<file path="src/rtl/wb_pkg.sv">
// Shared definitions for the write-back queue: default sizes and entry layout.
package wb_pkg;

    localparam int WB_D_WIDTH = 32;
    localparam int WB_A_WIDTH = 5;
    localparam int WB_DEPTH   = 4;

    // One queued result: destination register and value.
    typedef struct packed {
        logic [WB_A_WIDTH-1:0] addr;
        logic [WB_D_WIDTH-1:0] data;
    } wb_entry_t;

endpackage

</file>
<file path="src/rtl/wb_match.sv">
// Per-read-port lookup into the write-back queue: flags a pending write to the
// requested register and, with WB_FORWARD_EN, selects the youngest match's data.
module wb_match #(
    parameter int ADDRESS_WIDTH = 5,
    parameter int DEPTH         = 4
`ifdef WB_FORWARD_EN
    ,
    parameter int D_WIDTH       = 32
`endif
) (
    input  logic [ADDRESS_WIDTH-1:0]            rd_addr,
    input  logic [DEPTH-1:0][ADDRESS_WIDTH-1:0] ent_addr,
    input  logic [DEPTH-1:0]                    ent_vld,
    input  logic [$clog2(DEPTH)-1:0]            tail,
`ifdef WB_FORWARD_EN
    input  logic [DEPTH-1:0][D_WIDTH-1:0]       ent_data,
    output logic [D_WIDTH-1:0]                  fwd_data,
`endif
    output logic                                hit
);

    localparam int PW = $clog2(DEPTH);

    logic [PW-1:0] idx;

    // Walk backwards from the newest slot so the first hit is the youngest entry.
    always_comb begin
        hit = 1'b0;
        idx = '0;
`ifdef WB_FORWARD_EN
        fwd_data = '0;
`endif
        for (int i = 0; i < DEPTH; i++) begin
            idx = tail - PW'(i + 1);
            if (!hit && ent_vld[idx] && (ent_addr[idx] == rd_addr) && (rd_addr != '0)) begin
                hit = 1'b1;
`ifdef WB_FORWARD_EN
                fwd_data = ent_data[idx];
`endif
            end
        end
    end

endmodule

</file>
<file path="src/rtl/wb_queue.sv">
// Write-back queue for multi-cycle unit results: buffers results until the
// register-file write port is free and retires them in acceptance order.
// Optional forwarding of queued data to the read ports: define WB_FORWARD_EN.
module wb_queue
    import wb_pkg::*;
#(
    parameter int D_WIDTH       = WB_D_WIDTH,
    parameter int ADDRESS_WIDTH = WB_A_WIDTH,
    parameter int DEPTH         = WB_DEPTH
) (
    input  logic                       clk,
    input  logic                       rst_n,
    input  logic                       in_valid,
    output logic                       in_ready,
    input  logic [ADDRESS_WIDTH-1:0]   in_addr,
    input  logic [D_WIDTH-1:0]         in_data,
    input  logic                       wr_block,
    output logic                       wr_en,
    output logic [ADDRESS_WIDTH-1:0]   wr_addr,
    output logic [D_WIDTH-1:0]         din,
    input  logic [ADDRESS_WIDTH-1:0]   rd1_addr,
    input  logic [ADDRESS_WIDTH-1:0]   rd2_addr,
    output logic                       pending1,
    output logic                       pending2,
`ifdef WB_FORWARD_EN
    output logic [D_WIDTH-1:0]         fwd1_data,
    output logic [D_WIDTH-1:0]         fwd2_data,
`endif
    output logic [$clog2(DEPTH):0]     count
);

    localparam int PW = $clog2(DEPTH);
    localparam int CW = PW + 1;

    logic [DEPTH-1:0][ADDRESS_WIDTH-1:0] ent_addr;
    logic [DEPTH-1:0][D_WIDTH-1:0]       ent_data;
    logic [DEPTH-1:0]                    ent_vld;
    logic [PW-1:0]                       head;
    logic [PW-1:0]                       tail;

    logic empty;
    logic full;
    logic enq;
    logic pop;

    assign empty = (count == '0);
    assign full  = (count == CW'(DEPTH));

    // Held low while reset is asserted; full blocks acceptance even if the head pops.
    assign in_ready = rst_n & ~full;
    // Writes to r0 are accepted from the producer but never stored.
    assign enq      = in_valid & in_ready & (in_addr != '0);

    // wr_en depends only on registered occupancy, so a new entry waits one cycle.
    assign wr_en   = ~empty & ~wr_block;
    assign pop     = wr_en;
    assign wr_addr = empty ? '0 : ent_addr[head];
    assign din     = empty ? '0 : ent_data[head];

    // Ring buffer state: push at tail, pop at head, occupancy tracked by count.
    always_ff @(posedge clk or negedge rst_n) begin
        if (!rst_n) begin
            head     <= '0;
            tail     <= '0;
            count    <= '0;
            ent_vld  <= '0;
            ent_addr <= '0;
            ent_data <= '0;
        end else begin
            if (pop) begin
                ent_vld[head] <= 1'b0;
                head          <= head + 1'b1;
            end
            if (enq) begin
                ent_addr[tail] <= in_addr;
                ent_data[tail] <= in_data;
                ent_vld[tail]  <= 1'b1;
                tail           <= tail + 1'b1;
            end
            count <= count + CW'(enq) - CW'(pop);
        end
    end

    logic [1:0][ADDRESS_WIDTH-1:0] rd_addr_v;
    logic [1:0]                    pend_v;
`ifdef WB_FORWARD_EN
    logic [1:0][D_WIDTH-1:0]       fwd_v;
`endif

    assign rd_addr_v = {rd2_addr, rd1_addr};
    assign pending1  = pend_v[0];
    assign pending2  = pend_v[1];
`ifdef WB_FORWARD_EN
    assign fwd1_data = fwd_v[0];
    assign fwd2_data = fwd_v[1];
`endif

    for (genvar g = 0; g < 2; g++) begin : g_port
        wb_match #(
            .ADDRESS_WIDTH (ADDRESS_WIDTH),
            .DEPTH         (DEPTH)
`ifdef WB_FORWARD_EN
            ,
            .D_WIDTH       (D_WIDTH)
`endif
        ) u_match (
            .rd_addr  (rd_addr_v[g]),
            .ent_addr (ent_addr),
            .ent_vld  (ent_vld),
            .tail     (tail),
`ifdef WB_FORWARD_EN
            .ent_data (ent_data),
            .fwd_data (fwd_v[g]),
`endif
            .hit      (pend_v[g])
        );
    end

endmodule

</file>
<file path="config.mk">
export PLATFORM = sky130hd
export DESIGN_NAME = wb_queue
export DESIGN_NICKNAME = d
export VERILOG_FILES = /design/src/rtl/wb_pkg.sv /design/src/rtl/wb_match.sv /design/src/rtl/wb_queue.sv
export SDC_FILE = /design/constraint.sdc
export NUM_CORES = 1
export LEC_CHECK = 0
export BUFFER_PORTS_ARGS = -buffer_cell sky130_fd_sc_hd__buf_2
export CAP_MARGIN = 20
export CORE_ASPECT_RATIO = 0.5
export CORE_MARGIN = 5
export CORE_UTILIZATION = 53
export DETAILED_ROUTE_END_ITERATION = 8
export GPL_TIMING_DRIVEN = 0
export PLACE_DENSITY_LB_ADDON = 0.12
export SKIP_CTS_REPAIR_TIMING = 1
export SLEW_MARGIN = 40
export SYNTH_ARGS = -nofsm -noshare
export SYNTH_HDL_FRONTEND = slang
export SYNTH_SLANG_ARGS = --single-unit
</file>
<file path="constraint.sdc">
create_clock -name clk -period 2.4 [get_ports clk]
set_clock_uncertainty 0.05 [all_clocks]
set_input_delay 0 -clock clk [delete_from_list [all_inputs] [get_ports clk]]
set_output_delay 0 -clock clk [all_outputs]
set_load 0.005 [all_outputs]
</file>
* Word-level counts from Yosys, hierarchy flattened
Index checks and enable logic that the tools add are counted.
** Storage, ports and cells
- Register bits :: 159
- Memory bits (read-only) :: 0
- Output and inout port bits :: 44
- Bits in latches :: 0
- Input port bits :: 51
- Word-level logic and storage cells :: 121
- Memories kept :: 0
- Bits in writable memories :: 0
** Cells by class
- Reduce and logical (&&, ||, !) cells :: 34
- Div/mod/pow operators :: 0
- Multiply operators :: 0
- Equal/unequal tests :: 9
- Shift operators :: 0
- Muxes and demuxes :: 42
- Magnitude comparators :: 7
- $add $sub $neg :: 7
- Bitwise operators :: 10
** Operators with widths (count)
- $bwmux W128 :: 1
- $mux W32 :: 3
- $bmux W32 S2 :: 1
- $demux W32 S2 :: 1
- $bmux W5 S2 :: 5
- $eq A5 B5 Y1 :: 8
- $mux W5 :: 7
- $logic_and A1 B1 Y1 :: 24
- $bwmux W20 :: 1
- $lt A2 B3 Y1 const B :: 5
- $reduce_bool A5 Y1 :: 3
- $mux W1 :: 14
- $demux W5 S2 :: 1
- $bmux W1 S2 :: 4
- $mux W4 :: 2
- $logic_not A1 Y1 :: 6
- $add A2 B1 Y2 const B :: 2
- $and A1 B1 Y1 :: 4
- $and A4 B4 Y4 :: 1
- $demux W1 S2 :: 2
- $ge A2 B1 Y1 const B :: 2
- $not A4 Y4 :: 1
- $or A4 B4 Y4 :: 1
- $sub A2 B2 Y2 const B :: 2
- 6 further kinds :: 8

* Depth between registers and ports, before layout
Gate-level depths: netlist (run 1).
- Word-level depth :: 22
- Mapped depth :: 12
- Depth with buffers taken out :: 12

* Hierarchy
A second synthesis (run 1) with hierarchy kept.
** Second synthesis, totals
- Cell total of the unflattened synthesis :: 652
- Area total of the unflattened synthesis :: 9190.1 um^2
** By module, submodules not included
- wb_queue :: area each 7598.5 um^2, seq. area each 3978.8 um^2, cells an instance 456, instances 1
- wb_match :: area each 795.8 um^2, seq. area each 0.0 um^2, cells an instance 98, instances 2

* Least setup slack after synthesis (run 1)
No wires, ideal clock.
- Path kind :: register to output
- Start :: register tail[0]
- End :: output port pending2
- Stages on the path, launching flop included :: 12
- Buffers on the path :: 3
- Arrival :: 2.557 ns
- Path slack :: -0.207 ns
- Required time :: 2.350 ns
- Path through :: dfrtp_1 buf_6 buf_4 inv_1 ha_1 buf_4 mux4_2 xor2_1 nor4_1 and3_1 a31oi_1 a21oi_1
** Between the ends
- Word-level cells in the longest chain between the ends :: 22
- Elaborated cells between the ends (all ways) :: 41
- Classes of those cells :: add/sub: 3; eq/ne: 4; mux: 20; reduce/logical: 14
** RTL lines
- from (decl) :: RTL line wb_queue.sv:39 : logic [PW-1:0] tail;
- from (signal assigned) :: RTL line wb_queue.sv:78 : tail <= tail + 1'b1;
- $sub A2 B1 Y2 :: RTL line wb_match.sv:34 : idx = tail - PW'(i + 1);
- $bmux W5 S2 :: RTL line wb_match.sv:35 : if (!hit && ent_vld[idx] && (ent_addr[idx] == rd_addr) && (rd_addr != '0)) begin
- $mux W5 (implied by the code) :: RTL line wb_match.sv:35
- $eq A5 B5 Y1 :: RTL line wb_match.sv:35
- $logic_and A1 B1 Y1 (2 in series) :: RTL line wb_match.sv:35
- $mux W1 :: RTL line wb_match.sv:35
- $logic_not A1 Y1 :: RTL line wb_match.sv:35
- $logic_and A1 B1 Y1 (3 in series) :: RTL line wb_match.sv:35
- $mux W1 :: RTL line wb_match.sv:35
- $logic_not A1 Y1 :: RTL line wb_match.sv:35
- $logic_and A1 B1 Y1 (3 in series) :: RTL line wb_match.sv:35
- $mux W1 :: RTL line wb_match.sv:35
- $logic_not A1 Y1 :: RTL line wb_match.sv:35
- $logic_and A1 B1 Y1 (3 in series) :: RTL line wb_match.sv:35
- $mux W1 (*) :: RTL line wb_match.sv:35
- to (decl) :: RTL line wb_queue.sv:24 : output logic pending2,
Every way passes the cells marked *; elsewhere a longest branch is shown, timed or not. The select of a mux whose other input is x is not followed.

* Final worst setup path (run 1)
Same ends and word-level chain as after synthesis.

==> results of run 1 <==
-- layer usage --
metal | GRT usage [%] | share of wire, % | up-vias
met5 | 0 | 0 | -
met4 | 4.51 | 0.77 | 0
met3 | 5.63 | 4.0 | 12
met2 | 33.6 | 50 | 90
met1 | 27.5 | 45 | 2786
li1 | - | - | 2459
-- worst max-delay path, cell delays in order, from the launching register on --
cell     delay [ns]
dfrtp_1        0.39
buf_12         0.13
buf_12         0.11
inv_6          0.04
ha_4           0.31
buf_12         0.13
mux4_2         0.52
xor2_1         0.17
nor4_1         0.26
and3_1         0.19
a31oi_1        0.05
a21oi_1        0.14
buf_2          0.13
-- metrics by stage --
stage	setup WS, ns	std cells	util, %	power [µW]	cell area (µm²)
after floorplan	-0.0305	582	-	10200	8430
final	-0.634	963	67.4	15200	10400
after global placement	-2.58	870	58.8	12000	9100
after CTS	-0.861	904	62.9	14900	9750
after detailed placement	-0.401	872	59.2	12200	9170
after global routing	-0.719	963	67.4	16200	10400
-- sequential cells by signal, summed over array words and instances, names as in the netlist --
name / flops
count: 3
ent_addr: 20
ent_data: 128
ent_vld: 4
head: 2
tail: 2
-- kinds of logic (layout without fill, tap and decap cells) --
| kind of cell | after synthesis | count (layout) | synth area share [%] |
|---|---|---|---|
| and+or+nand+nor | 83 | 83 | 5.24 |
| muxes | 219 | 219 | 36.4 |
| DFF | 159 | 159 | 47.3 |
| AOI/OAI and AO/OA | 11 | 11 | 0.907 |
| buffers and inverters | 51 | 228 | 3.39 |
| xor gates and xnor gates | 48 | 48 | 5.00 |
| adders and majority gates | 11 | 11 | 1.73 |
-- worst paths after layout --
| path | startpoint | end | slack [ns] | cells after the start |
|---|---|---|---|---|
| worst min register to register | ent_data[104]$_DFFE_PN0P_ | ent_data[104]$_DFFE_PN0P_ | 0.45 | 1 |
| worst max register to register | count[1]$_DFF_PN0_ | ent_data[96]$_DFFE_PN0P_ | 0.08 | 8 |
| worst min-delay path | in_valid | tail[0]$_DFFE_PN0P_ | 0.09 | 5 |
| min in group asynchronous | rst_n | ent_data[102]$_DFFE_PN0P_ | 0.46 | 8 |
| max in group asynchronous | rst_n | ent_data[30]$_DFFE_PN0P_ | 1.31 | 7 |
| worst max-delay path | tail[0]$_DFFE_PN0P_ | pending2 | -0.63 | 12 |
-- synth_stat cells --
master    number
dfrtp_1      159
mux2_2       148
mux4_2        51
nor2b_1       37
xnor2_1       34
nand2_1       22
clkbuf_1      21
mux2i_1       17
xor2_1        14
buf_6         10
ha_1          10
buf_2          9
inv_1          7
nor2_1         7
nor3_1         7
nand4_1        4
mux4_1         3
nor4_1         3
a31oi_1        2
buf_4          2
o21ai_0        2
o22ai_1        2
or4_1          2
a21boi_2       1
a21oi_1        1
a21oi_2        1
a22oi_1        1
and3_1         1
buf_1          1
fa_1           1
inv_2          1
o22a_1         1
-- power by group --
| group | switching (µW) | internal, µW | total, µW |
|---|---|---|---|
| sequential | 848 | 4030 | 4880 |
| combinational | 3110 | 4540 | 7650 |
| clock | 1040 | 1580 | 2620 |
| total | 5000 | 10100 | 15200 |
-- area by class of cell --
type | instances | area, µm² | share of cell area, %
clock buffers | 22 | 464 | 4.45
well taps | 204 | 255 | 2.44
repair buffers | 145 | 1100 | 10.6
plain buffers | 43 | 312 | 2.98
clock inverters | 10 | 113 | 1.08
flip-flops and latches | 159 | 3980 | 38.1
multi-input cells | 372 | 4180 | 40.0
inverters | 8 | 35.0 | 0.336
==> flow_metrics.env, run 1 <==
export IMPL_holdCritPathClass="in -> reg"
export IMPL_drt_wl_total_um=18700
export IMPL_antenna_found_initial=0
export IMPL_cts_buffers=17
export IMPL_ys_seq_elements=159
export IMPL_fp_dieArea_um2=18600
export IMPL_grt_pass1_vias=5572
export IMPL_drive_above_1_share_pct=48.6
export IMPL_place_gp_congestion=0.912
export IMPL_cap_violations=0
export IMPL_rsz0062_at_grt="yes"
export IMPL_yosysSeqAreaShare_pct=47.3
export IMPL_fmax_mhz=330
export IMPL_layout_common_cells="dfrtp_1, mux2_2, buf_2"
export IMPL_clock_sinks=159
export IMPL_synth_area_um2=8410
export IMPL_p_leak_uw=0.00460
export IMPL_ant_nets=0
export IMPL_clock_latency_ns=0.41
export IMPL_yosysTopAreaCell="dfrtp_1"
export IMPL_cts_clk_slew_worst_paths_ns=0.06
export IMPL_die_x_um=188
export IMPL_clockBufferDepth=2
export IMPL_synth_area_leaders="dfrtp_1, mux2_2, mux4_2"
export IMPL_relSlewSlack_pct=43.9
export IMPL_avgSynthCellArea_um2=14.5
export IMPL_finalSetupViolCount=156
export IMPL_path_class="reg -> out"
export IMPL_ys_types=32
export IMPL_grt_usage_pct=20.4
export IMPL_yosys_area_top_type_share_pct=47.3
export IMPL_status="finished with violations"
export IMPL_cts_tree="yes"
export IMPL_h_tree_depth=4
export IMPL_wl_per_cell_um=19.4
export IMPL_nFillCells=1104
export IMPL_drv_slew=0
export IMPL_drt_iter0_markers=246
export IMPL_row_count=32
export IMPL_violations="setup timing"
export IMPL_start_util_pct=54.3
export IMPL_grt_overflow=0
export IMPL_whs_ns=0.0922
export IMPL_cp_required_ns=2.35
export IMPL_worst_ep_arrival_time_ns=2.98
export IMPL_syn_num_nets=644
export IMPL_final_setup_tns_ns=-59.55
export IMPL_hold_viol_final=0
export IMPL_grt_max_degree=77
export IMPL_tightest_slew_ns=0.841
export IMPL_drt_vias_per_instance=5.55
export IMPL_root_buffer="clkbuf_16"
export IMPL_drc=0
export IMPL_worst_slack_ns=-0.634
export IMPL_core_area_um2=15500
export IMPL_syn_inst=582
export IMPL_dieHeight_um=99.1
export IMPL_power_density_nw_per_um2=1450
export IMPL_grt_pass1_wl_um=29700
export IMPL_port_buffers=84
export IMPL_vdd_drop_max_uv=698
export IMPL_hpwl_um=12500
export IMPL_timing_final_crit_period_ns=3.03
export IMPL_cp_end_kind="output port"
export IMPL_diodes=0
export IMPL_cp_max_fo=6
export IMPL_timing_final_crit_share_pct=126
export IMPL_start_kind="flop"
export IMPL_pin_count=95
export IMPL_ys_warnings_count=0
export IMPL_area_growth_pct=24.1
export IMPL_vias=5347
export IMPL_final_common_cell="dfrtp_1"
export IMPL_first_pass_iters=4
export IMPL_nets=808
No activity file was read; power rests on OpenSTA's default activity.
==> run 2: changes to the inputs <==
--- a/config.mk
+++ b/config.mk
@@ -9,7 +9,7 @@
 export CAP_MARGIN = 20
 export CORE_ASPECT_RATIO = 0.5
 export CORE_MARGIN = 5
-export CORE_UTILIZATION = 53
+export CORE_UTILIZATION = 50
 export DETAILED_ROUTE_END_ITERATION = 8
 export GPL_TIMING_DRIVEN = 0
 export PLACE_DENSITY_LB_ADDON = 0.12
==> run 2 against run 1 <==
  * Largest cell class unchanged
  * Sequential share of layout area barely moved
  * Critical path depth unchanged
  * Largest power group unchanged
  * First-iteration DRC count grew 8.9%
  * Count of clock-buffer cells in the layout shrank 4
  * Register-to-register slack better by 0.06 ns
  * Final area barely moved
  * Wire length grew 3.5%
  * Total power is 1.5% higher
  * The flow still finishes with violations (setup timing)
==> flow_metrics.env, run 2 (synthesis results as in run 1) <==
export IMPL_holdCritPathClass="in -> async"
export IMPL_worst_slack_ns=-0.642
export IMPL_diodes=0
export IMPL_violations="setup timing"
export IMPL_antenna_found_initial=0
export IMPL_h_tree_depth=4
export IMPL_whs_ns=0.0785
export IMPL_wl_per_cell_um=19.6
export IMPL_timing_final_crit_share_pct=127
export IMPL_path_class="reg -> out"
export IMPL_top_register="ent_data"
export IMPL_cts_clk_slew_worst_paths_ns=0.07
export IMPL_cp_required_ns=2.35
export IMPL_first_pass_iters=4
export IMPL_hold_viol_final=0
export IMPL_hpwl_um=13000
export IMPL_row_count=33
export IMPL_die_x_um=193
export IMPL_grt_overflow=0
export IMPL_worst_ep_arrival_time_ns=2.99
export IMPL_fp_dieArea_um2=19700
export IMPL_ant_nets=0
export IMPL_clock_sinks=159
export IMPL_final_cells=985
export IMPL_area_growth_pct=24.0
export IMPL_drt_vias_per_instance=5.49
export IMPL_rsz0062_at_grt="yes"
export IMPL_fmax_mhz=329
export IMPL_dp_cells=895
export IMPL_cts_tree="yes"
export IMPL_clockBufferDepth=2
export IMPL_vias=5412
export IMPL_cap_violations=0
export IMPL_drt_wl_total_um=19400
export IMPL_grt_pass1_wl_um=30900
export IMPL_grt_max_degree=60
export IMPL_grt_pass1_vias=5566
export IMPL_drt_iter0_markers=268
export IMPL_largest_reg_flops=128
export IMPL_cp_end_kind="output port"
export IMPL_placed_area_um2=9200
export IMPL_nFillCells=1274
export IMPL_port_buffers=84
export IMPL_status="finished with violations"
export IMPL_core_area_um2=16400
export IMPL_timing_final_crit_period_ns=3.04
export IMPL_finalSetupViolCount=2
export IMPL_drv_slew=0
export IMPL_largestRegisters="ent_data (128), ent_addr (20), ent_vld (4)"
export IMPL_power_density_nw_per_um2=1470
export IMPL_clock_latency_ns=0.42
export IMPL_place_gp_congestion=0.864
export IMPL_cp_max_fo=5
export IMPL_relSlewSlack_pct=48.6
export IMPL_dieHeight_um=102
export IMPL_drive_above_1_share_pct=49.7
export IMPL_root_buffer="clkbuf_16"
export IMPL_cts_buffers=17
export IMPL_regToRegSetupSlack_ns=0.14
export IMPL_drc=0
export IMPL_pin_count=95
export IMPL_grt_usage_pct=20.1
export IMPL_layout_common_cells="dfrtp_1, mux2_2, buf_2"
export IMPL_design_area_um2=10400
export IMPL_tightest_slew_ns=0.771
export IMPL_start_util_pct=51.2
export IMPL_p_leak_uw=0.00458
export IMPL_final_common_cell="dfrtp_1"
export IMPL_start_kind="flop"
export IMPL_vdd_drop_max_uv=550
export IMPL_nets=807
## run 2: where the power goes
| part | switching (µW) | internal, µW |
|---|---|---|
| clock | 1200 | 1470 |
| sequential | 853 | 4030 |
| combinational | 3220 | 4620 |
## run 2: final timing paths
kind	from	endpoint	depth (start not counted)
hold reg to reg	ent_data[75]$_DFFE_PN0P_	ent_data[75]$_DFFE_PN0P_	1
hold / removal	rst_n	ent_data[105]$_DFFE_PN0P_	3
max in group asynchronous	rst_n	ent_data[56]$_DFFE_PN0P_	4
setup / recovery	tail[0]$_DFFE_PN0P_	pending2	12
setup reg to reg	count[1]$_DFF_PN0_	ent_data[97]$_DFFE_PN0P_	8
min in group clk	in_valid	tail[0]$_DFFE_PN0P_	5
## run 2: per-stage QoR
stage	total power, µW	setup slack [ns]	setup TNS [ns]	utilization [%]
3_5_place_dp	12300	-0.498	-2.96	56.0
2_1_floorplan	10200	-0.0305	-0.0305	-
4_1_cts	15000	-0.962	-12.91	59.5
3_3_place_gp	12100	-2.61	-543.15	55.6
6_report	15400	-0.642	-1.16	63.5
5_1_grt	16400	-0.752	-1.42	63.5
## run 2: area by class of cell
type / instances / area, µm² / share of cell area (%)
multi-input cells: 372 / 4210 / 40.3
flip-flops and latches: 159 / 3980 / 38.2
repair buffers: 144 / 1040 / 9.96
clock buffers: 18 / 429 / 4.11
plain buffers: 43 / 312 / 2.99
well taps: 227 / 284 / 2.72
clock inverters: 14 / 144 / 1.38
inverters: 8 / 37.5 / 0.360
## run 2: routing by layer
layer  global-route usage [%]  vias up  wire length (µm)
li1                         -     2442                 -
met1                     28.5     2869              9390
met2                     32.1       84              9120
met3                     3.62       17               603
met4                     6.36        0               234
met5                        0        -                 0
## run 2: critical path, stage by stage (launching register included)
cell and delay (ns):
dfrtp_1 0.40, buf_12 0.13, buf_12 0.11, inv_8 0.03
ha_4 0.30, buf_12 0.12, mux4_2 0.54, xor2_2 0.17
nor4_2 0.25, and3_1 0.20, a31oi_1 0.05, a21oi_1 0.14
buf_2 0.13
==> run 3: changes to the inputs <==
--- a/config.mk
+++ b/config.mk
@@ -5,15 +5,16 @@
 export SDC_FILE = /design/constraint.sdc
 export NUM_CORES = 1
 export LEC_CHECK = 0
-export BUFFER_PORTS_ARGS = -buffer_cell sky130_fd_sc_hd__buf_2
 export CAP_MARGIN = 20
 export CORE_ASPECT_RATIO = 0.5
 export CORE_MARGIN = 5
 export CORE_UTILIZATION = 50
 export DETAILED_ROUTE_END_ITERATION = 8
+export DONT_BUFFER_PORTS = 1
 export GPL_TIMING_DRIVEN = 0
 export PLACE_DENSITY_LB_ADDON = 0.12
 export SKIP_CTS_REPAIR_TIMING = 1
+export SKIP_LAST_GASP = 1
 export SLEW_MARGIN = 40
 export SYNTH_ARGS = -nofsm -noshare
 export SYNTH_HDL_FRONTEND = slang
==> constraint.sdc (replaced) <==
create_clock -name clk -period 2.7 [get_ports clk]
set_clock_uncertainty 0.05 [all_clocks]
set_input_delay 0 -clock clk [delete_from_list [all_inputs] [get_ports clk]]
set_output_delay 0 -clock clk [all_outputs]
set_load 0.005 [all_outputs]
==> run 3 against run 2 <==
  * The run ends with hold timing, setup timing left
  * Count of clock-buffer cells in the layout fell by 1
  * Global-route usage fell by 0.41 points
  * First-iteration DRC count fell by 32%
  * Critical path type unchanged
  * Critical endpoint unchanged
  * Largest power group unchanged
==> flow_metrics.env, run 3 (synthesis results as in run 1) <==
export IMPL_clockBufferDepth=2
export IMPL_nets=721
export IMPL_drt_wl_total_um=18600
export IMPL_r2r_end="count[2]$_DFF_PN0_"
export IMPL_power_density_nw_per_um2=1330
export IMPL_diodes=0
export IMPL_relSlewSlack_pct=45.5
export IMPL_hold_viol_final=159
export IMPL_clock_latency_ns=0.42
export IMPL_fin_util_pct=60.6
export IMPL_grt_usage_pct=19.7
export IMPL_start_kind="flop"
export IMPL_multi_input_area_um2=4200
export IMPL_dieHeight_um=102
export IMPL_clock_power_share_pct=19.1
export IMPL_h_tree_depth=4
export IMPL_worst_slack_ns=-0.399
export IMPL_seqPwrFrac_pct=32.7
export IMPL_violations="hold timing, setup timing"
export IMPL_cts_clk_slew_worst_paths_ns=0.07
export IMPL_hpwl_um=12600
export IMPL_clock_sinks=159
export IMPL_r2r_start="count[2]$_DFF_PN0_"
export IMPL_cts_buffers=17
export IMPL_holdCritPathClass="in -> async"
export IMPL_status="finished with violations"
export IMPL_core_area_um2=16400
export IMPL_grt_max_degree=161
export IMPL_layout_common_cells="dfrtp_1, mux2_2, mux4_2"
export IMPL_cp_required_ns=2.65
export IMPL_regArea_um2=3980
export IMPL_grt_overflow=0
export IMPL_drv_slew=0
export IMPL_area_growth_pct=18.4
export IMPL_final_cells=899
export IMPL_largest_reg_flops=128
export IMPL_first_pass_iters=4
export IMPL_fp_dieArea_um2=19700
export IMPL_nFillCells=1335
export IMPL_pin_count=95
export IMPL_root_buffer="clkbuf_16"
export IMPL_wl_per_cell_um=20.7
export IMPL_worst_ep_arrival_time_ns=3.05
export IMPL_placed_area_um2=8690
export IMPL_dp_slack_ns=-0.427
export IMPL_finalSetupViolCount=2
export IMPL_design_area_um2=9960
export IMPL_rr_worst_depth=10
export IMPL_cts_tree="yes"
export IMPL_place_gp_congestion=0.837
export IMPL_timing_final_crit_share_pct=115
export IMPL_port_buffers=0
export IMPL_top_register="ent_data"
export IMPL_antenna_found_initial=0
export IMPL_p_sw_uw=4470
export IMPL_grt_pass1_wl_um=30100
export IMPL_vias=5049
export IMPL_tightest_slew_ns=0.818
export IMPL_power_internal_uw=8800
export IMPL_rsz0062_at_grt="yes"
export IMPL_ant_nets=0
export IMPL_cap_violations=0
export IMPL_path_class="reg -> out"
export IMPL_combPwrFrac_pct=48.2
export IMPL_drive_above_1_share_pct=42.9
export IMPL_final_common_cell="dfrtp_1"
export IMPL_drt_vias_per_instance=5.62
export IMPL_fmax_mhz=323
export IMPL_drt_iter0_markers=183
export IMPL_start_util_pct=51.2
export IMPL_final_setup_tns_ns=-0.689
export IMPL_regToRegSetupSlack_ns=0.23
export IMPL_cp_max_fo=5
export IMPL_dp_cells=809
export IMPL_timing_final_crit_period_ns=3.10
export IMPL_grt_pass1_vias=5335
export IMPL_whs_ns=-0.773
export IMPL_drc=0
export IMPL_die_x_um=193
export IMPL_switching_share_pct=33.7
export IMPL_vdd_drop_max_uv=497
export IMPL_row_count=33
export IMPL_largestRegisters="ent_data (128), ent_addr (20), ent_vld (4)"
export IMPL_p_leak_uw=0.00420
export IMPL_cp_end_kind="output port"
run 3: area by class of cell:
type	count	share of cell area (%)
multi-input cells	372	42.2
flip-flops and latches	159	40.0
repair buffers	58	5.46
clock buffers	17	4.27
plain buffers	43	2.95
well taps	227	2.85
clock inverters	15	1.97
inverters	8	0.339
run 3: routing by layer:
metal | vias up | global-route usage, % | wire (µm)
met5 | - | 0 | 0
met4 | 0 | 3.92 | 125
met3 | 10 | 5.38 | 716
met2 | 82 | 32.8 | 9130
met1 | 2684 | 26.6 | 8670
li1 | 2273 | - | -
run 3: how the worst max path moves through the flow:
stage                              from            endpoint  slack [ns]
finish              tail[0]$_DFFE_PN0P_            pending2       -0.40
global route        tail[0]$_DFFE_PN0P_            pending2       -0.50
CTS                 tail[0]$_DFFE_PN0P_            pending2       -0.88
detailed placement   count[1]$_DFF_PN0_  count[2]$_DFF_PN0_       -0.43
global placement     count[1]$_DFF_PN0_  count[2]$_DFF_PN0_       -0.42
floorplan           tail[0]$_DFFE_PN0P_            pending2        0.09
run 3: power groups by stage:
stage               sequential [µW]  clock [µW]  combinational [µW]
floorplan                      4090           0                4860
global placement               4300           0                5770
detailed placement             4360           0                5860
CTS                            4320        2580                5890
global route                   4490        2700                6960
finish                         4340        2530                6400
run 3: critical path, cell delays in order, from the launching register on:
cell        delay (ns)
dfrtp_1           0.42
buf_12            0.14
buf_12            0.11
clkinvlp_4        0.10
ha_4              0.33
buf_6             0.10
mux4_2            0.53
xor2_2            0.17
nor4_2            0.29
and3_1            0.21
a31oi_2           0.05
a21oi_2           0.18
run 3: stage by stage:
step           hold slack (ns)  total power [µW]
2_1_floorplan           -0.346              8960
3_3_place_gp            -0.340             10100
4_1_cts                 -0.788             12800
3_5_place_dp            -0.341             10200
6_report                -0.773             13300
5_1_grt                 -0.798             14100
